$ cat src/rtl/inst_fetch_unit_pkg.sv
// Shared definitions for the instruction fetch slice.
//   XLEN / INST_WIDTH : address and instruction widths
//   RESET_PC_DEFAULT  : default fetch PC after reset
//   fetch_entry_t     : one buffered {pc, inst} pair as stored in the fetch FIFO
package inst_fetch_unit_pkg;

  localparam int XLEN       = 32;
  localparam int INST_WIDTH = 32;

  localparam logic [XLEN-1:0] RESET_PC_DEFAULT = 32'h0000_0000;

  typedef struct packed {
    logic [XLEN-1:0]       pc;
    logic [INST_WIDTH-1:0] inst;
  } fetch_entry_t;

endpackage

$ cat src/rtl/inst_fetch_unit_fetch_fifo.sv
// Synchronous DEPTH-entry FIFO of fetch_entry_t.
//   CLK, RST     : clock, synchronous active-high reset
//   push / wdata : enqueue (accepted when not full, or when full and popping)
//   pop          : dequeue head (ignored when empty)
//   flush        : drop all entries; overrides push and pop
//   rdata        : head entry (undefined contents when empty)
//   full / empty : from pointer compare, pointers carry one extra wrap bit
module inst_fetch_unit_fetch_fifo
  import inst_fetch_unit_pkg::*;
#(
  parameter int DEPTH = 2
) (
  input  logic         CLK,
  input  logic         RST,
  input  logic         push,
  input  fetch_entry_t wdata,
  input  logic         pop,
  input  logic         flush,
  output fetch_entry_t rdata,
  output logic         full,
  output logic         empty
);

  localparam int AW = $clog2(DEPTH);
  localparam logic [AW:0] PTR_ONE = (AW+1)'(1);

  logic [AW:0]  wr_ptr, rd_ptr;
  fetch_entry_t mem [DEPTH];
  logic         do_push, do_pop;

  assign empty = (wr_ptr == rd_ptr);
  assign full  = (wr_ptr[AW] != rd_ptr[AW]) && (wr_ptr[AW-1:0] == rd_ptr[AW-1:0]);

  assign do_pop  = pop && !empty;
  // a full FIFO still accepts a push when the head leaves in the same cycle
  assign do_push = push && (!full || do_pop);

  assign rdata = mem[rd_ptr[AW-1:0]];

  always_ff @(posedge CLK) begin
    if (RST) begin
      wr_ptr <= '0;
      rd_ptr <= '0;
    end else if (flush) begin
      rd_ptr <= wr_ptr;
    end else begin
      if (do_push) wr_ptr <= wr_ptr + PTR_ONE;
      if (do_pop)  rd_ptr <= rd_ptr + PTR_ONE;
    end
  end

  // storage needs no reset: the head is only observed when non-empty
  always_ff @(posedge CLK) begin
    if (!RST && !flush && do_push) mem[wr_ptr[AW-1:0]] <= wdata;
  end

endmodule

$ cat src/rtl/inst_fetch_unit.sv
// Instruction fetch stage: owns the fetch PC, reads the memory instruction port
// combinationally, buffers {pc, inst} pairs and hands them to decode via valid/ready.
//   CLK, RST                : clock, synchronous active-high reset
//   InstAddr / InstIn       : memory instruction port (address out, word back same cycle)
//   RedirValid / RedirPC    : branch/jump redirect, flushes the buffer
//   HaltIn                  : sticky stop of fetching (buffer still drains)
//   OutReady/OutValid/OutPC/OutInst : head-of-buffer handshake to decode
//   Fault / FaultPC         : sticky misaligned-redirect or out-of-range fetch
//   FetchCount              : words pushed since reset (wraps)
module inst_fetch_unit
  import inst_fetch_unit_pkg::*;
#(
  parameter logic [XLEN-1:0] RESET_PC  = RESET_PC_DEFAULT,
  parameter int              MEM_BYTES = 1024,
  parameter int              DEPTH     = 2
) (
  input  logic                  CLK,
  input  logic                  RST,
  output logic [XLEN-1:0]       InstAddr,
  input  logic [INST_WIDTH-1:0] InstIn,
  input  logic                  RedirValid,
  input  logic [XLEN-1:0]       RedirPC,
  input  logic                  HaltIn,
  input  logic                  OutReady,
  output logic                  OutValid,
  output logic [XLEN-1:0]       OutPC,
  output logic [INST_WIDTH-1:0] OutInst,
  output logic                  Fault,
  output logic [XLEN-1:0]       FaultPC,
  output logic [31:0]           FetchCount
);

  // last address whose full 4-byte word lies inside memory
  localparam logic [XLEN-1:0] LAST_PC = XLEN'(MEM_BYTES - 4);

  logic [XLEN-1:0] fetch_pc;
  logic            halted;
  logic            fifo_full, fifo_empty;
  logic            pop, fetch_en, range_bad, push;
  fetch_entry_t    head, wr_entry;

  assign InstAddr = fetch_pc;

  assign pop       = OutValid && OutReady;
  assign fetch_en  = !halted && !HaltIn && !Fault && !RedirValid && (!fifo_full || pop);
  assign range_bad = (fetch_pc > LAST_PC);
  assign push      = fetch_en && !range_bad;

  assign wr_entry = '{pc: fetch_pc, inst: InstIn};

  inst_fetch_unit_fetch_fifo #(.DEPTH(DEPTH)) u_fifo (
    .CLK   (CLK),
    .RST   (RST),
    .push  (push),
    .wdata (wr_entry),
    .pop   (pop),
    .flush (RedirValid),
    .rdata (head),
    .full  (fifo_full),
    .empty (fifo_empty)
  );

  // head fields read as zero while nothing is buffered
  assign OutValid = !fifo_empty;
  assign OutPC    = fifo_empty ? '0 : head.pc;
  assign OutInst  = fifo_empty ? '0 : head.inst;

  always_ff @(posedge CLK) begin
    if (RST) begin
      fetch_pc   <= RESET_PC;
      halted     <= 1'b0;
      Fault      <= 1'b0;
      FaultPC    <= '0;
      FetchCount <= '0;
    end else begin
      if (HaltIn) halted <= 1'b1;
      if (RedirValid) begin
        // once faulted, a redirect only flushes the buffer
        if (!Fault) begin
          if (RedirPC[1:0] == 2'b00) begin
            fetch_pc <= RedirPC;
          end else begin
            Fault   <= 1'b1;
            FaultPC <= RedirPC;
          end
        end
      end else if (fetch_en) begin
        if (range_bad) begin
          Fault   <= 1'b1;
          FaultPC <= fetch_pc;
        end else begin
          fetch_pc   <= fetch_pc + 32'd4;
          FetchCount <= FetchCount + 32'd1;
        end
      end
    end
  end

endmodule

$ cat config.mk
export PLATFORM = sky130hd
export DESIGN_NAME = inst_fetch_unit
export DESIGN_NICKNAME = d
export VERILOG_FILES = /design/src/rtl/inst_fetch_unit_pkg.sv /design/src/rtl/inst_fetch_unit_fetch_fifo.sv /design/src/rtl/inst_fetch_unit.sv
export SDC_FILE = /design/constraint.sdc
export NUM_CORES = 1
export LEC_CHECK = 0
export CAP_MARGIN = 20
export CORE_ASPECT_RATIO = 1.75
export CORE_MARGIN = 3
export CORE_UTILIZATION = 50
export CTS_CLUSTER_SIZE = 8
export DETAILED_ROUTE_END_ITERATION = 10
export PLACE_DENSITY = 0.9
export REMOVE_ABC_BUFFERS = 1
export SLEW_MARGIN = 25
export SYNTH_ARGS = -nofsm -noshare
export SYNTH_HDL_FRONTEND = slang
export SYNTH_HIERARCHICAL = 1
export SYNTH_SLANG_ARGS = --single-unit
$ cat constraint.sdc
create_clock -name CLK -period 18.73 [get_ports CLK]
set_clock_uncertainty 0.2 [all_clocks]
set_input_delay 3.746 -clock CLK [delete_from_list [all_inputs] [get_ports CLK]]
set_output_delay 3.746 -clock CLK [all_outputs]
set_load 0.02 [all_outputs]
Word-level counts from Yosys, hierarchy flattened
Memories as Yosys holds them, arrays and structs flattened. A register that Yosys moved wholly into a read port is not among the register bits.
Index checks and enable logic that the tools add are counted.
{ "classes": {"add_sub_neg": 4, "mul": 0, "n_div": 0, "n_lt_le_gt_ge": 1, "eq_ne": 7, "n_shift": 0, "muxes": 23, "bitwise": 2, "n_reduce_logical": 30} }
{ "ops": {"columns": ["cell", "count"], "rows": [
  ["32-bit two-way mux", 12],
  ["32-bit by 1-bit adder with 32-bit output, second input constant", 1],
  ["32-bit by 3-bit adder with 32-bit output, second input constant", 1],
  ["32-bit by 10-bit greater-than comparator with 1-bit output, second input constant", 1],
  ["1-bit logical AND", 11],
  ["1-bit two-way mux", 9],
  ["1-bit zero test", 8],
  ["4-bit AND reduction", 2],
  ["2-bit inequality test, second input constant", 3],
  ["2-bit nonzero test", 3],
  ["2-bit by 1-bit adder with 2-bit output, second input constant", 2],
  ["2-bit two-way mux", 2],
  ["2-bit AND reduction", 2],
  ["3-bit AND reduction", 1],
  ["2-bit equality test", 1],
  ["2-bit zero test", 1],
  ["1-bit logical OR", 2],
  ["2-bit by 1-bit inequality test with 1-bit output, second input constant", 1],
  ["1-bit inverter", 2],
  ["1-bit equality test", 1],
  ["1-bit inequality test", 1]
]} }
{ "totals": {"ff_bits": 102, "latchBits": 0, "ram_bits": 128, "mem_bits_ro": 0, "input_bits": 69, "output_inout_bits": 162, "elab_cells": 75, "memories": 1} }
{ "memory_table": {"columns": ["memory", "depth", "word_bits", "read_ports", "rd_ports_with_merged_regs", "write_ports", "line", "text"], "rows": [
  ["u_fifo.mem", 2, 64, 1, 1, 1, "inst_fetch_unit_fetch_fifo.sv:28", "fetch_entry_t mem [DEPTH];"]
]} }

Logic depth before layout (Yosys ltp)
{ "logic_depth": {"word_depth": 10, "ltp_mapped": 11} }

Hierarchy
Netlist, hierarchy kept.
{ "by_module_without_submodules": {"columns": ["mod", "n_inst", "cells_each", "area_each_um2", "seq_area_each_um2"], "rows": [
  ["inst_fetch_unit", 1, 626, 5114.9, 1961.9],
  ["inst_fetch_unit_fetch_fifo", 1, 238, 4906.0, 3943.8]
]} }

Worst setup path after synthesis
OpenSTA, ideal clock, no wires.
{ "synth_timing": {"path_kind": "input port to flip-flop", "startpoint": "input port HaltIn", "endpoint": "memory u_fifo/mem[1][0] (netlist name), enable pin", "arrival_time_ps": 15241, "path_slack_ps": 2461, "cell_stages": 6, "path_buffers": 1, "path_cell_list": "nor4_1 o21ai_1 nor4_1 buf_2 nand2b_1 a2111oi_0"} }
{ "synth_between": {"elab_chain_cells": 10} }
{ "synth_lines": {"columns": ["element", "line", "text"], "rows": [
  ["start, declared", "inst_fetch_unit.sv:23", "input logic HaltIn,"],
  ["1-bit zero test", "inst_fetch_unit.sv:45", "assign fetch_en = !halted && !HaltIn && !Fault && !RedirValid && (!fifo_full || pop);"],
  ["1-bit logical AND (4 in a row)", "inst_fetch_unit.sv:45", null],
  ["1-bit logical AND", "inst_fetch_unit.sv:47", "assign push = fetch_en && !range_bad;"],
  ["named net push", "inst_fetch_unit.sv:39", "logic pop, fetch_en, range_bad, push;"],
  ["1-bit logical AND", "inst_fetch_unit_fetch_fifo.sv:36", "assign do_push = push && (!full || do_pop);"],
  ["1-bit logical AND", "inst_fetch_unit_fetch_fifo.sv:54", "if (!RST && !flush && do_push) mem[wr_ptr[AW-1:0]] <= wdata;"],
  ["1-bit two-way mux", "inst_fetch_unit_fetch_fifo.sv:54", null],
  ["1-bit two-way mux (implied by the code)", "inst_fetch_unit_fetch_fifo.sv:54", null],
  ["end, declared", "inst_fetch_unit_fetch_fifo.sv:28", null]
]} }
The timed path passes the listed nets, and every way through them passes these cells.

Worst setup path in the final report
{ "layout_timing": {"startpoint": "input port OutReady", "endpoint": "memory u_fifo/mem[1][39] (netlist name), enable pin"} }
{ "layout_between": {"elab_chain_cells": 8, "word_cells_on_any_way": 10} }
{ "layout_lines": {"columns": ["element", "line", "text"], "rows": [
  ["start, declared", "inst_fetch_unit.sv:24", "input logic OutReady,"],
  ["1-bit logical AND (*)", "inst_fetch_unit.sv:44", "assign pop = OutValid && OutReady;"],
  ["named net pop", "inst_fetch_unit.sv:39", null],
  ["1-bit logical OR", "inst_fetch_unit.sv:45", null],
  ["1-bit logical AND", "inst_fetch_unit.sv:45", null],
  ["1-bit logical AND", "inst_fetch_unit.sv:47", null],
  ["1-bit logical AND (*)", "inst_fetch_unit_fetch_fifo.sv:36", null],
  ["1-bit logical AND (*)", "inst_fetch_unit_fetch_fifo.sv:54", null],
  ["1-bit two-way mux (*)", "inst_fetch_unit_fetch_fifo.sv:54", null],
  ["1-bit two-way mux (implied by the code) (*)", "inst_fetch_unit_fetch_fifo.sv:54", null]
]} }
Mark *: on every way through the listed nets, which the timed path passes. The rest lies on a longest branch.

==> summary.md <==
| Metric | Value |
|---|---|
| Post-CTS setup repair buffer count | 0 |
| Count of maximum capacitance violations | 0 |
| Row count | between 60 and 70 |
| Final Hold Fails | 0 |
| Total power per unit cell area | 93.86 mW/mm^2 |
| Minimum clock period | between 7 and 8 ns |
| Share of final-layout standard cells stronger than drive strength 1 | 9.846% |
| Largest vdd supply drop | 0.07025 mV |
| RePlAce Congestion | 0.8759 |
| Main area contributors after synthesis | edfxtp_1 (38%), dfxtp_1 (21%), mux2_2 (4.8%) |
| Number of antenna repair diodes | 0 |
| Hold path cells | 2 |
| Maximum number of pins on one net before global-route repair | 97 |
| Most frequent cells in the layout | clkdlybuf4s50_1 (228), edfxtp_1 (128), dfxtp_1 (102) |
| Cell at the root of the clock tree | clkbuf_16 |
| Count of instances resized after the clock tree is built | 0 |
| Share of the clock period used by the worst path after layout | a little under two fifths |
| CP delay by family, top | buffers and inverters |
| Vias after detailed routing | 7,897 |
| First-pass detailed-route iteration total | 7 |
| Die Height | 193.3 microns |
| Sequential element share of the synthesized area | 58.93% |
| First-pass GRT wire length | 43.07 mm |
| Number of antenna violations at the first check in global routing | 0 |
| Path category of the worst min-delay check | flip-flop to flip-flop |
| Most common cell after layout, fill and taps aside | clkdlybuf4s50_1 |
| Number of buffers and inverters on the critical path | 3 |
| Category of the critical setup timing path | primary input to flip-flop |
| Async set or reset register ratio after synthesis | 0% |
| Startpoint Class | primary input |
| Critical Path Max Stage Delay | 0.73 ns |
| Number of I/O pins | ~230 |
| Post-route DRC | 0 |
| Average instance area after synthesis | roughly 12 sq um |
| Via count normalized by instance count | between 5 and 6 |
| Count of flip-flops with a built-in enable after synthesis | 128 |
| Worst max-slew margin expressed relative to the limit | 31.87% |
| CP required | 18.64 ns |
| Die Area | 0.02184 sq mm |
| Max H-tree Level | 2 |
| Tightest Pin Transition | slightly above 1 ns |
| Cell count after synthesis | between 800 and 900 |
| Via count of the first global-routing pass | 7,963 |
| Arrival time at the worst endpoint | between 6 and 7 ns |
| Combined area of all synthesized cells | 0.01002 sq mm |
| Core Box Area | 0.01945 sq mm |
| Number of pins exceeding their max-slew limit in the final report | 0 |
| Clock-pin slew on the worst setup and hold paths | 0.05 ns |
| Area share of the largest cell type after synthesis | 38.36% |
| Post-DR wirelength/cell | ~20 microns |
| Max Fanout on Critical Path | 64 |
| Clock latency on the worst-skew pair | 0.49 ns |
| Hold Path Origin | halted$_SDFFE_PP0P_ |
| Final setup violation count | 0 |
| Number of port buffers | 230 |
| Sum of negative setup slack | 0 ns |
| Series of cell instances along the critical path | clkdlybuf4s50_1, nor2b_1, o21ai_1, nor4_2, buf_4, nand2b_1, a2111oi_2, buf_4 |
| Initial Utilization | 51.52% |
| Capture endpoint of the worst hold path | halted$_SDFFE_PP0P_ |
| Clock Path Buffers | 3 |
| Post-detailed-routing wire length | 27.21 mm |
| Slowest stage cell, crit path | buf_4 |
| Leakage dissipation | 4.418 nW |
| Critical register-to-register path startpoint | u_fifo/rd_ptr[0]$_SDFFE_PP0P_ |
| Starting DRC count in detailed routing | 567 |
| Area added between synthesis and finish | 34.67% |
| Nets@finish | 1,154 |
| Number of buffers inserted by hold repair at cts | 0 |
| Global-route total usage across every layer | 24.36% |
| Most used cell along the critical path | buf_4 |
| Prevailing post-synth register cell | edfxtp_1 |
| Setup slack of the most critical reg-to-reg path | 14.45 ns |
| Post-synthesis register bit count | 231 |
| Global route total overflow | 0 |
| Warnings, synthesis | 6 |
| Clock sink total | 231 |
| TritonCTS clock tree | built |
| Largest area contributor in the netlist | edfxtp_1 |
| Setup repair after global routing missed its margin | no |
| Horiz. Die Dim | 113.0 microns |
| Number of antenna-violating nets in the routed design | 0 |
| Crit. End Element | flip-flop |
| Start point of the critical path | OutReady |
| Worst r2r dst | u_fifo/mem[1][39]$_DFFE_PP_ |
| Worst reg2reg path depth | 9 |
| Run status | finished, final reports clean |
| HPWL after DPL | ~17 mm |
| TritonCTS Buffers | 34 |
| Total power draw | around 1.3 mW |
| Number of distinct standard cells referenced by the synthesized netlist | 56 |
| Max Freq | 141.6 MHz |
[worst max path at each step]
| stage | slack (ns) | cells after the start | end |
|---|---|---|---|
| final | 11.67 | 8 | u_fifo/mem[1][39]$_DFFE_PP_ |
| after global routing | 11.39 | 8 | u_fifo/mem[1][36]$_DFFE_PP_ |
| after CTS | 11.76 | 8 | u_fifo/mem[1][13]$_DFFE_PP_ |
| after detailed placement | 11.27 | 8 | u_fifo/mem[1][4]$_DFFE_PP_ |
| after global placement | 11.36 | 8 | u_fifo/mem[1][13]$_DFFE_PP_ |
| after floorplan | 1.69 | 5 | u_fifo/mem[1][0]$_DFFE_PP_ |
[cell families (layout without fill, tap and decap cells)]
family	count (synthesis)	after routing	synth area share [%]
compound gates	150	150	10.30
buf+inv	71	314	2.922
simple gates	310	310	16.84
fa+ha+maj	2	2	0.2497
flops	231	231	58.93
mux	93	93	10.14
xor+xnor	7	7	0.6118
[tightest hold or removal path: stages, from the launching register on]
cell     delay (ns)
dfxtp_1        0.33
nor2_1         0.05
nor2_1         0.07
[layout make-up]
| type | instances | area, sq um |
|---|---|---|
| timing repair buffer | 241 | 2377 |
| fill | 1397 | 5953 |
| inverter | 13 | 48.80 |
| tap | 241 | 301.5 |
| clock buffer | 58 | 962.2 |
| multi-input combinational | 562 | 3864 |
| sequential | 231 | 5909 |
| clock inverter | 2 | 32.53 |
[Yosys cell counts (all sizes together), types with 2 or more instances]
cell type,count
a211oi,28
a21oi,43
a221oi,2
a22oi,6
a311oi,13
a31o,2
a31oi,3
a32oi,2
and2,5
and3,3
and4,2
buf,11
clkbuf,45
dfxtp,103
edfxtp,128
ha,2
inv,13
mux2,68
mux2i,25
nand2,55
nand2b,8
nand3,22
nand3b,2
nand4,12
nand4b,2
nor2,41
nor2b,70
nor3,40
nor4,16
o21ai,12
o31ai,24
o41ai,5
or2,2
or3,5
or4,23
or4b,2
xnor2,5
xor2,2
[flip-flops by register name, summed over array words and instances, names as in the netlist, named ones only]
signal	count
u_fifo/rd_ptr	2
u_fifo/mem	128
FetchCount	32
u_fifo/wr_ptr	2
InstAddr	32
halted	1
FaultPC	32
Fault	1
[through the flow]
step / cells / util [%] / worst slack (ns) / hold slack (ns) / instance area [sq um]
after floorplan: 806 / - / 1.686 / 0.2383 / 9777
after global placement: 1288 / 64.28 / 11.36 / 0.2606 / 12500
after detailed placement: 1288 / 64.28 / 11.27 / 0.2766 / 12500
after CTS: 1348 / 69.39 / 11.76 / 0.2880 / 13500
after global routing: 1348 / 69.39 / 11.39 / 0.3267 / 13500
final: 1348 / 69.39 / 11.67 / 0.2858 / 13500
[where the power goes]
part,internal (mW),switching [mW],total (mW)
Clock,0.348,0.211,0.559
Combinational,0.0663,0.0805,0.147
Sequential,0.548,0.0132,0.561
[routing by layer]
layer	up-vias	track usage [%]	part of all wire, %	routed length (microns)
met3	59	5.721	7.8	2133
met1	3800	27.59	36	9787
li1	3697	-	-	-
met5	-	0	0	0
met2	341	44.37	53	14450
met4	0	8.111	3.1	835
No activity file was read; power rests on OpenSTA's default activity.
